<file path="src/rtl/agu_pipe.sv">
// Pipelined x86 address generation unit: effective offset, segment-relative linear
// address, limit check and line-crossing split into two output beats.
module agu_pipe #(
  parameter int AW         = 32,
  parameter int LINE_BYTES = 16
) (
  input  logic          clk,
  input  logic          rst,
  input  logic          in_valid,
  output logic          in_ready,
  input  logic [1:0]    in_mode,
  input  logic [AW-1:0] in_base,
  input  logic [AW-1:0] in_index,
  input  logic [AW-1:0] in_disp,
  input  logic [AW-1:0] in_pc,
  input  logic [1:0]    in_scale,
  input  logic [AW-1:0] in_seg_base,
  input  logic [AW-1:0] in_seg_limit,
  input  logic [2:0]    in_size,
  output logic          out_valid,
  input  logic          out_ready,
  output logic [AW-1:0] out_addr,
  output logic [AW-1:0] out_ea,
  output logic          out_beat,
  output logic          out_last,
  output logic          out_fault
);

  localparam int LB = $clog2(LINE_BYTES);

  typedef enum logic [1:0] {EMPTY, BEAT0, BEAT1} state_e;

  state_e        state_q, state_d;
  logic [AW-1:0] addr_q, addr_d;
  logic [AW-1:0] addr1_q, addr1_d;
  logic [AW-1:0] ea_q, ea_d;
  logic          fault_q, fault_d;
  logic          beat_q, beat_d;
  logic          last_q, last_d;

  logic [AW-1:0] scaled, ea_calc, seg, linear_calc, addr1_calc;
  logic [AW:0]   ea_end;
  logic [LB:0]   off_end;
  logic          fault_calc, split_calc;
  logic          accept, consume;

  // Address arithmetic on the raw request; only the results are captured.
  always_comb begin
    scaled = in_index << in_scale;
    case (in_mode)
      2'b00:   ea_calc = in_disp;
      2'b01:   ea_calc = in_base + in_disp;
      2'b10:   ea_calc = in_base + scaled + in_disp;
      default: ea_calc = in_pc + in_disp;
    endcase
    seg         = (in_mode == 2'b11) ? '0 : in_seg_base;
    linear_calc = ea_calc + seg;
    ea_end      = {1'b0, ea_calc} + (AW+1)'(in_size);
    fault_calc  = (in_mode != 2'b11) && (ea_end > {1'b0, in_seg_limit});
    off_end     = {1'b0, linear_calc[LB-1:0]} + (LB+1)'(in_size);
    split_calc  = (off_end >= (LB+1)'(LINE_BYTES)) && !fault_calc;
    addr1_calc  = {linear_calc[AW-1:LB], {LB{1'b0}}} + AW'(LINE_BYTES);
  end

  assign out_valid = (state_q != EMPTY);
  assign out_addr  = addr_q;
  assign out_ea    = ea_q;
  assign out_beat  = beat_q;
  assign out_last  = last_q;
  assign out_fault = fault_q;

  assign consume  = out_valid && out_ready;
  assign in_ready = !rst && ((state_q == EMPTY) || (consume && last_q));
  assign accept   = in_valid && in_ready;

  always_comb begin
    // NOTE: every next-state signal takes its held value first so no path infers a latch.
    state_d = state_q;
    addr_d  = addr_q;
    addr1_d = addr1_q;
    ea_d    = ea_q;
    fault_d = fault_q;
    beat_d  = beat_q;
    last_d  = last_q;
    if (accept) begin
      state_d = BEAT0;
      addr_d  = linear_calc;
      addr1_d = addr1_calc;
      ea_d    = ea_calc;
      fault_d = fault_calc;
      beat_d  = 1'b0;
      last_d  = !split_calc;
    end else if (consume) begin
      if (!last_q) begin
        // Second half of a line-crossing access starts at the next line.
        state_d = BEAT1;
        addr_d  = addr1_q;
        beat_d  = 1'b1;
        last_d  = 1'b1;
      end else begin
        state_d = EMPTY;
      end
    end
  end

  // NOTE: state registers use non-blocking assignments so all flops update together.
  always_ff @(posedge clk) begin
    if (rst) begin
      state_q <= EMPTY;
      addr_q  <= '0;
      addr1_q <= '0;
      ea_q    <= '0;
      fault_q <= 1'b0;
      beat_q  <= 1'b0;
      last_q  <= 1'b0;
    end else begin
      state_q <= state_d;
      addr_q  <= addr_d;
      addr1_q <= addr1_d;
      ea_q    <= ea_d;
      fault_q <= fault_d;
      beat_q  <= beat_d;
      last_q  <= last_d;
    end
  end

endmodule

</file>
<file path="config.mk">
export PLATFORM = sky130hd
export DESIGN_NAME = agu_pipe
export DESIGN_NICKNAME = d
export VERILOG_FILES = /design/src/rtl/agu_pipe.sv
export SDC_FILE = /design/constraint.sdc
export NUM_CORES = 1
export LEC_CHECK = 0
export CAP_MARGIN = 10
export CORE_AREA = 2 2 159 161
export DETAILED_ROUTE_END_ITERATION = 6
export DIE_AREA = 0 0 161 163
export GPL_ROUTABILITY_DRIVEN = 0
export PLACE_DENSITY_LB_ADDON = 0.1
export SLEW_MARGIN = 15
export SYNTH_ARGS = -nofsm -noshare
export SYNTH_HDL_FRONTEND = slang
export SYNTH_SLANG_ARGS = --single-unit
</file>
<file path="constraint.sdc">
create_clock -name clk -period 9.35 [get_ports clk]
set_input_delay 1.87 -clock clk [delete_from_list [all_inputs] [get_ports clk]]
set_output_delay 1.87 -clock clk [all_outputs]
set_load 0.1 [all_outputs]
</file>
== After elaboration in Yosys (flattened, before gate mapping) ==
Cells that the tools add are included.

* Memory bits (writable): 0
* Memories kept: 0
* ROM bits: 0
* Bits of input ports: 203
* Bits in registers: 101
* Logic and storage cells: 52
* Bits in latches: 0
* Output and inout port bits: 69

* Div/mod/pow operators: 0
* $add $sub $neg: 8
* Bitwise gates (word level): 1
* Reduce and logical (&&, ||, !) cells: 17
* Equal/unequal tests: 5
* Muxes and demuxes: 10
* Shifts and indexed selects: 1
* Order comparisons: 2
* Multiply operators: 0

{| class="wikitable"
|+ Operators by type and width
! operator !! count
|-
| $add A32 B32 Y32 || 5
|-
| $mux W32 || 4
|-
| $pmux W32 S3 || 1
|-
| $add A32 B3 Y33 || 1
|-
| $gt A33 B32 Y1 || 1
|-
| $add A32 B5 Y32 const B || 1
|-
| $shl A32 B2 Y32 || 1
|-
| $logic_and A1 B1 Y1 || 6
|-
| $add A4 B3 Y5 || 1
|-
| $ge A5 B5 Y1 const B || 1
|-
| $eq A2 B2 Y1 const B || 2
|-
| $logic_not A2 Y1 || 2
|-
| $mux W1 || 4
|-
| $reduce_and A2 Y1 || 2
|-
| $reduce_bool A2 Y1 || 2
|-
| $logic_not A1 Y1 || 3
|-
| $eq A2 B1 Y1 const B || 1
|-
| $mux W2 || 1
|-
| $ne A2 B1 Y1 const B || 1
|-
| $ne A2 B2 Y1 const B || 1
|-
| $reduce_or A2 Y1 || 1
|-
| $logic_or A1 B1 Y1 || 1
|-
| $not A1 Y1 || 1
|}

== Depth between registers and ports, before layout ==
Gate-level depths: netlist of run 1.

* Depth after elaboration: 11
* Gate-level depth with buffers: 34
* Depth with buffers taken out: 32

== Worst setup path after synthesis of run 1 ==
No wires, ideal clock.

* Path type: input-to-reg
* Start: in in_scale[0]
* End: reg addr1_q[30]
* Path buffers: 3
* Slack: 0.860 ns
* Arrival time: 8.404 ns
* Setup time: 0.086 ns
* Required time: 9.264 ns
* Stages: 27
* Cell sequence: clkbuf_1 buf_1 mux4_2 fa_1 ha_1 a21oi_1 o21ai_1 a31o_1 a311o_1 o211ai_2 o31ai_1 a221o_1 inv_1 ha_1 clkbuf_1 a211oi_1 o211ai_1 o21bai_1 or3b_2 a21oi_1 nand2b_1 xor2_1 nand4_1 nor3_1 nand4_1 xor2_1 a211oi_1

* Word-level cells in the longest chain between the ends: 6

{| class="wikitable"
|+ Ends and longest elaborated chain
! what !! RTL line !! source
|-
| from (decl) || 16 || <nowiki>input logic [1:0] in_scale,</nowiki>
|-
| $shl A32 B2 Y32 || 49 || <nowiki>scaled = in_index << in_scale;</nowiki>
|-
| $add A32 B32 Y32 (2 in a row) || 53 || <nowiki>2'b10: ea_calc = in_base + scaled + in_disp;</nowiki>
|-
| $pmux W32 S3 || 50 || <nowiki>case (in_mode)</nowiki>
|-
| net ea_calc[18] || 41 || <nowiki>logic [AW-1:0] scaled, ea_calc, seg, linear_calc, addr1_calc;</nowiki>
|-
| $add A32 B32 Y32 || 57 || <nowiki>linear_calc = ea_calc + seg;</nowiki>
|-
| $add A32 B5 Y32 || 62 || <nowiki>addr1_calc = {linear_calc[AW-1:LB], {LB{1'b0}}} + AW'(LINE_BYTES);</nowiki>
|-
| to (signal assigned) || 119 || <nowiki>addr1_q <= addr1_d;</nowiki>
|-
| to (decl) || 35 || <nowiki>logic [AW-1:0] addr1_q, addr1_d;</nowiki>
|}

The timed path passes the listed nets, and every way through them passes these cells.
A chain may end at the register's enable or synchronous reset.

== Worst setup path after layout of run 1 ==
* Start: in in_scale[1]
* End: reg last_q (netlist: out_last)

* Word-level cells in the longest chain between the ends: 11
* Elaborated cells between the ends (all ways): 14
* Those cells by class: 5 x add/sub; 2 x order compare; 1 x shift; 2 x mux; 4 x reduce/logical

{| class="wikitable"
|+ Ends and longest elaborated chain
! what !! RTL line !! source
|-
| $shl A32 B2 Y32 || 49 ||
|-
| $add A32 B32 Y32 (2 in a row) || 53 ||
|-
| $pmux W32 S3 || 50 ||
|-
| net ea_calc[22] || 41 ||
|-
| $add A32 B3 Y33 || 58 || <nowiki>ea_end = {1'b0, ea_calc} + (AW+1)'(in_size);</nowiki>
|-
| $gt A33 B32 Y1 || 59 || <nowiki>fault_calc = (in_mode != 2'b11) && (ea_end > {1'b0, in_seg_limit});</nowiki>
|-
| $logic_and A1 B1 Y1 || 59 ||
|-
| $logic_not A1 Y1 || 61 || <nowiki>split_calc = (off_end >= (LB+1)'(LINE_BYTES)) && !fault_calc;</nowiki>
|-
| $logic_and A1 B1 Y1 || 61 ||
|-
| $logic_not A1 Y1 || 92 || <nowiki>last_d = !split_calc;</nowiki>
|-
| $mux W1 || 85 || <nowiki>if (accept) begin</nowiki>
|-
| to (signal assigned) || 123 || <nowiki>last_q <= last_d;</nowiki>
|-
| to (decl) || 39 || <nowiki>logic last_q, last_d;</nowiki>
|}

The timed path passes the listed nets, and every way through them passes these cells.

==> results of run 1 <==
==> stage by stage <==
| stage | cells | util | power (uW) | hold WS, ps | area (um^2) |
|---|---|---|---|---|---|
| after detailed placement | 2233 | 0.652 | 2580 | 445 | 16100 |
| after global routing | 2249 | 0.664 | 3180 | 479 | 16400 |
| after CTS | 2249 | 0.664 | 2960 | 456 | 16400 |
| after global placement | 2233 | 0.652 | 2540 | 442 | 16100 |
| final | 2249 | 0.664 | 2980 | 457 | 16400 |
| after floorplan | 1691 | - | 2040 | 432 | 13100 |
==> final cells by class <==
class | count | share of cell area
clock buffer | 10 | 0.0140
clock inverter | 6 | 0.00351
inverter | 86 | 0.0197
multi-input combinational | 1427 | 0.644
sequential | 97 | 0.119
tap | 330 | 0.0252
timing repair buffer | 293 | 0.175
==> final timing paths <==
kind	startpoint	end	slack (ps)	cells after the start
setup reg to reg	state_q[0]	out_last	6740	8
setup / recovery	in_scale[1]	out_last	420	25
hold reg to reg	addr1_q[5]	addr1_q[5]	460	2
hold / removal	addr1_q[5]	addr1_q[5]	460	2
==> metal layers <==
layer / GRT usage / wire length [um] / part of all wire / up-vias
li1: - / - / - / 6576
met1: 0.396 / 17400 / 0.43 / 6307
met2: 0.525 / 19300 / 0.47 / 561
met3: 0.0280 / 2330 / 0.057 / 105
met4: 0.122 / 1680 / 0.041 / 0
met5: 0 / 0 / 0 / -
==> tightest hold or removal path: cells and delay by family, from the launching register on <==
kind / cells / cell delay, ps
flops: 1 / 310
simple gates: 1 / 50
compound gates: 1 / 50
==> placed cells by master, fill, tap and decap left out, types with 35 or more instances in the layout <==
cell type	Yosys	layout
nand3_1	38	38
ha_1	130	130
a211oi_1	35	35
dfxtp_1	97	97
nand4_1	36	36
a21o_1	55	55
nor2_1	136	136
xor2_1	46	46
fa_1	35	35
and2_1	40	39
xnor2_1	83	83
a21oi_1	126	126
inv_1	85	85
o21ai_0	73	73
nand2_1	203	202
clkdlybuf4s50_1	0	268
==> flip-flops by register name, indices dropped and copies added, names as in the netlist <==
name,count
out_ea,32
out_last,1
out_addr,32
out_fault,1
addr1_q,28
out_beat,1
state_q,2
==> power breakdown <==
part | total, uW | internal, uW | switching [uW]
logic | 2100 | 777 | 1320
clock network | 371 | 188 | 184
registers | 510 | 473 | 37.7
==> cells by family (layout without fill, tap and decap cells) <==
kind of cell,count (synthesis),after routing,share of synthesized area
simple gates,606,606,0.226
compound gates,452,452,0.226
buf+inv,167,395,0.0489
fa+ha+maj,165,165,0.177
xor+xnor,130,130,0.0873
flops,97,97,0.148
mux,74,74,0.0862
==> summary.txt, run 1 <==
Pwr
  – Peak supply drop: 0.114 mV
  – Leakage: 0.00671 uW
  – PwrDens: 182 nW/um^2

Placement
  – Port Buffers: 271
  – Dpl ws: 238 ps
  – Detailed placement HPWL: 33300 um

Synthesis
  – Syn_area_per_cell: 7.76 um^2
  – Unique masters post-synth: 80
  – Synthesized cell area: 13100 um^2
  – Number of synthesized flops with an enable pin: 0
  – Synth top area cells: dfxtp_1 (15%), ha_1 (12%), nand2_1 (5.8%)
  – Syn nets: 2059
  – FF+latch count, synth: 97
  – Leading area contributor after synthesis: dfxtp_1
  – Main flop type after synthesis: dfxtp_1
  – Asr flop ratio synth: 0
  – Count leader, synth: nand2_1
  – Synth top area share: 0.148
  – Register area share after synthesis: 0.148
  – Synth warnings: 0
  – Mapped Cells: 1691
  – Commonest cells in the netlist: nand2_1 (203), nor2_1 (136), ha_1 (130)

Layout
  – Share of layout cells above drive strength 1: 0.0672
  – Area of the multi-input gates: 10600 um^2
  – Nets: 2282
  – ANT cells: 0
  – Storage cell area: 1940 um^2
  – Number of fill cells: 2152
  – Layout area overhead: 24.8%

Critical path
  – WP buf/inv: 3
  – Crit path required time: 9610 ps
  – Crit Path Class: input port to flip-flop
  – Crit path max fanout: 22
  – Worst path most repeated cell: nand4_1
  – Slowest stage delay, CP: 790 ps
  – Top cell family by delay on the critical path: compound AO/OA/AOI/OAI gates
  – Critical Path Start Type: input port
  – Crit end category: flip-flop
  – Slowest stage cell, crit path: clkdlybuf4s50_1
  – Arrival time worst endpoint: 9180 ps

Route
  – Initial DRC count: 1017
  – Vias per cell: 6.02
  – Antenna-violating nets left: 0
  – Routed wire length per instance: 18.1 um
  – First-pass DRT Iterations: 5
  – Final WL: 40700 um
  – Via Count: 13500
  – DRC Markers: 0

Timing
  – Hold Fails Final Rpt: 0
  – Worst-Margin Slew: 1120 ps
  – Final setup fails: 0
  – Slew Viols, Final: 0
  – Slew HR: 0.253
  – Fin crit share: 0.955
  – Setup TNS: 0 ps
  – Final worst slack: 425 ps
  – Crit path time final: 8930 ps
  – Final Skew: 17.8 ps
  – Fmax: 112 MHz
  – RSZ-0062 raised after global routing: false

Clocking
  – Clock sinks: 97
  – PostCTS Resize Cnt: 0
  – Clock root buffer: clkbuf_16
  – H-tree Lvls: 3
  – CTS tree: built
  – Hold buffer count at CTS: 0
  – Clk Latency, worst-skew pair: 360 ps
  – Max clock buf depth: 2
  – Post-CTS Repair Setup Buffers: 0
  – Clock-pin slew on the worst setup and hold paths: 80 ps
  – CTS buffer count: 9

Global routing
  – Initial antenna violation count: 0
  – Global Route Usage Sum: 0.305
  – Vias in the first global route: 12900
  – Largest net degree at the start of global routing: 113
  – Grt total ovfl: 0
  – Global-route wire length before repair: 65200 um

Hold path
  – Worst hold-check path type: flip-flop to flip-flop

Flow run
  – MaxCap Viol Count: 0

Floorplanning
  – Site Rows: 58
  – I/O Pins: 272
  – Die height: 163 um
  – Die ar.: 26200 um^2
  – Initial Utilization: 0.532
  – Area of the core: 24700 um^2
  – Die width: 161 um

Run status
  – Outcome: finished, final reports clean
(Power assumes the default switching activity.)
==> inputs of run 2 (changes only) <==
--- a/config.mk
+++ b/config.mk
@@ -6,9 +6,9 @@
 export NUM_CORES = 1
 export LEC_CHECK = 0
 export CAP_MARGIN = 10
-export CORE_AREA = 2 2 159 161
+export CORE_AREA = 2 2 167 169
 export DETAILED_ROUTE_END_ITERATION = 6
-export DIE_AREA = 0 0 161 163
+export DIE_AREA = 0 0 169 171
 export GPL_ROUTABILITY_DRIVEN = 0
 export PLACE_DENSITY_LB_ADDON = 0.1
 export SLEW_MARGIN = 15
==> constraint.sdc (replaced) <==
create_clock -name clk -period 7.2 [get_ports clk]
set_input_delay 1.44 -clock clk [delete_from_list [all_inputs] [get_ports clk]]
set_output_delay 1.44 -clock clk [all_outputs]
set_load 0.1 [all_outputs]
==> run 2 against run 1 <==
Net effect: sequential cell count unchanged; global-route usage down 0.36 points; clock power up 29%; design area up 18%; die area grew 10%; core utilization rose by 4.2 points; via count increased by 8.4%; worst setup slack worse by 380 ps.
==> summary.txt, run 2 (same netlist as run 1, synthesis figures left out) <==
Run status
  – Outcome: finished, final reports clean

Timing
  – Slew Viols, Final: 0 (unchanged)
  – Final Skew: 9.57 ps (-8.20 ps)
  – RSZ-0062 raised after global routing: true
  – Hold Fails Final Rpt: 0 (unchanged)
  – Final setup fails: 0 (unchanged)
  – Worst-Margin Slew: 1100 ps (-25.3 ps)
  – Fmax: 140 MHz
  – Crit path time final: 7150 ps
  – Slew HR: 0.269 (+0.0169)
  – Fin crit share: 0.994

Layout
  – Final core utilization: 0.706 (+0.0417)
  – Most frequent cells in the layout: buf_4 (323), clkdlybuf4s50_1 (255), nand2_1 (200), nor2_1 (132), ha_1 (123)
  – Storage cell area: 1940 um^2 (unchanged)
  – Area of the multi-input gates: 11000 um^2 (+4.2%)
  – Nets: 2592 (+14%)
  – Share of layout cells above drive strength 1: 0.231 (+0.164)
  – Layout area overhead: 46.9%
  – Number of fill cells: 2247 (+4.4%)
  – Most common cell after layout, fill and taps aside: buf_4
  – ANT cells: 0 (unchanged)
  – Final Instance Area: 19300 um^2 (+18%)

Critical path
  – Arrival time worst endpoint: 7410 ps (-1770 ps)
  – Crit Path Class: input port to flip-flop
  – Critical Path Start Type: input port
  – Reg-to-Reg End: addr1_q[28]
  – Crit path required time: 7450 ps (-2160 ps)
  – Worst R2R Path Depth: 8 (unchanged)
  – Crit path max fanout: 4 (-82%)
  – Reg-to-reg slack, setup: 4430 ps (-2310 ps)
  – Crit end category: flip-flop
  – R2r startpoint: state_q[0]

Floorplanning
  – Area of the core: 27300 um^2 (+11%)
  – Die height: 171 um (+4.9%)
  – Die width: 169 um (+5.0%)
  – I/O Pins: 272 (unchanged)
  – Initial Utilization: 0.480 (-0.0516)
  – Die ar.: 28900 um^2 (+10%)
  – Site Rows: 61 (+5.2%)

Clocking
  – CTS tree: built
  – Clock sinks: 97 (unchanged)
  – CTS buffer count: 9 (unchanged)
  – Clk Latency, worst-skew pair: 360 ps (about the same)
  – Clock-pin slew on the worst setup and hold paths: 80 ps (about the same)
  – Clock root buffer: clkbuf_16
  – Hold buffer count at CTS: 0 (unchanged)
  – H-tree Lvls: 3 (unchanged)
  – Max clock buf depth: 2 (unchanged)

Pwr
  – Overall power: 4610 uW (+55%)
  – Peak supply drop: 0.132 mV (+15%)
  – PwrDens: 239 nW/um^2 (+31%)
  – Leakage: 0.00840 uW (+25%)

Route
  – Antenna-violating nets left: 0 (unchanged)
  – First-pass DRT Iterations: 5 (unchanged)
  – Via Count: 14700 (+8.4%)
  – Final WL: 44700 um (+10%)
  – Initial DRC count: 1038 (+2.1%)
  – Vias per cell: 5.70 (-5.3%)
  – DRC Markers: 0 (unchanged)
  – Routed wire length per instance: 17.4 um (-3.9%)

Hold path
  – WHS Endpoint: addr1_q[5]
  – Worst hold-check path type: flip-flop to flip-flop
  – Worst Hold Path Cells: 2 (unchanged)
  – HP Start: addr1_q[5]

Global routing
  – Vias in the first global route: 14300 (+11%)
  – Global-route wire length before repair: 70500 um (+8.1%)
  – Global Route Usage Sum: 0.301 (-0.00361)
  – Initial antenna violation count: 0 (unchanged)
  – Grt total ovfl: 0 (unchanged)
  – Largest net degree at the start of global routing: 113 (unchanged)

Placement
  – Port Buffers: 271 (unchanged)
  – Area after DPL: 18400 um^2 (+14%)
  – Detailed placement HPWL: 36500 um (+9.7%)

Flow run
  – MaxCap Viol Count: 0 (unchanged)
run 2: changes by cell type in the layout (fill, tap and decap cells not counted), moves of 6 or more:
cell             change
buf_4              +301
a21oi_1             -13
clkdlybuf4s50_1     -13
a21oi_2             +11
o21ai_0             -11
dlymetal6s2s_1       +8
ha_1                 -7
ha_4                 +6
nor3_1               -6
o21ai_1              +6
run 2: where the power goes:
group	switching (uW)	internal, uW	total, uW
combinational	1910	1560	3470
sequential	48.4	614	662
clock	237	239	477
run 2: area by class of cell:
class	instances	share of cell area
well taps	346	0.0224
repair buffers	603	0.275
clock inverters	6	0.00260
flip-flops and latches	97	0.101
multi-input cells	1427	0.571
clock buffers	10	0.0119
inverters	86	0.0167
run 2: critical path, stage by stage:
cell and delay, ps:
dlygate4sd2_1 270, mux4_2 490, fa_1 570, ha_4 230
a21oi_2 160, o21ai_1 150, a31o_1 290, a311o_1 420
o211ai_2 170, o31ai_1 90, a221o_1 380, buf_6 150
nor3_4 210, and4_4 270, and2_4 160, nand4_1 110
xnor2_1 150, ha_1 300, nand4_1 210, nor4_4 400
nand4_1 170, nor2_2 210, a21oi_2 50, o21ai_2 100
o32a_1 170, o31ai_1 60
run 2: worst max-delay path by stage:
stage	from	to	slack, ps	depth (start not counted)
2_1_floorplan	in_scale[1]	addr1_q[30]	6	27
3_3_place_gp	in_scale[1]	out_last	-940	28
3_5_place_dp	in_scale[1]	out_last	-1120	28
4_1_cts	in_index[1]	out_last	-5	30
5_1_grt	in_index[6]	out_fault	-100	26
6_report	in_index[6]	out_fault	50	26
run 2: layer usage:
layer | vias to the layer above | GRT usage | share of wire
met1 | 6866 | 0.378 | 0.42
met3 | 111 | 0.0248 | 0.050
met2 | 502 | 0.538 | 0.48
met5 | - | 0 | 0
li1 | 7211 | - | -
met4 | 0 | 0.117 | 0.042
run 2: timing repair:
item,in CTS,in global routing
resized for setup,39,80
cloned,0,1
pin swaps,20,53
endpoints found under the setup margin,15,22
setup buffers,2,12
run 2: stage by stage:
step | std cells | setup WS [ps] | setup TNS, ps | hold WS, ps
floorplan | 1691 | 5.63 | 0 | 432
global route | 2575 | -95.5 | -400 | 476
finish | 2575 | 46.8 | 0 | 458
CTS | 2563 | -5.04 | -5.04 | 457
global placement | 2545 | -943 | -6960 | 442
detailed placement | 2545 | -1120 | -10070 | 447
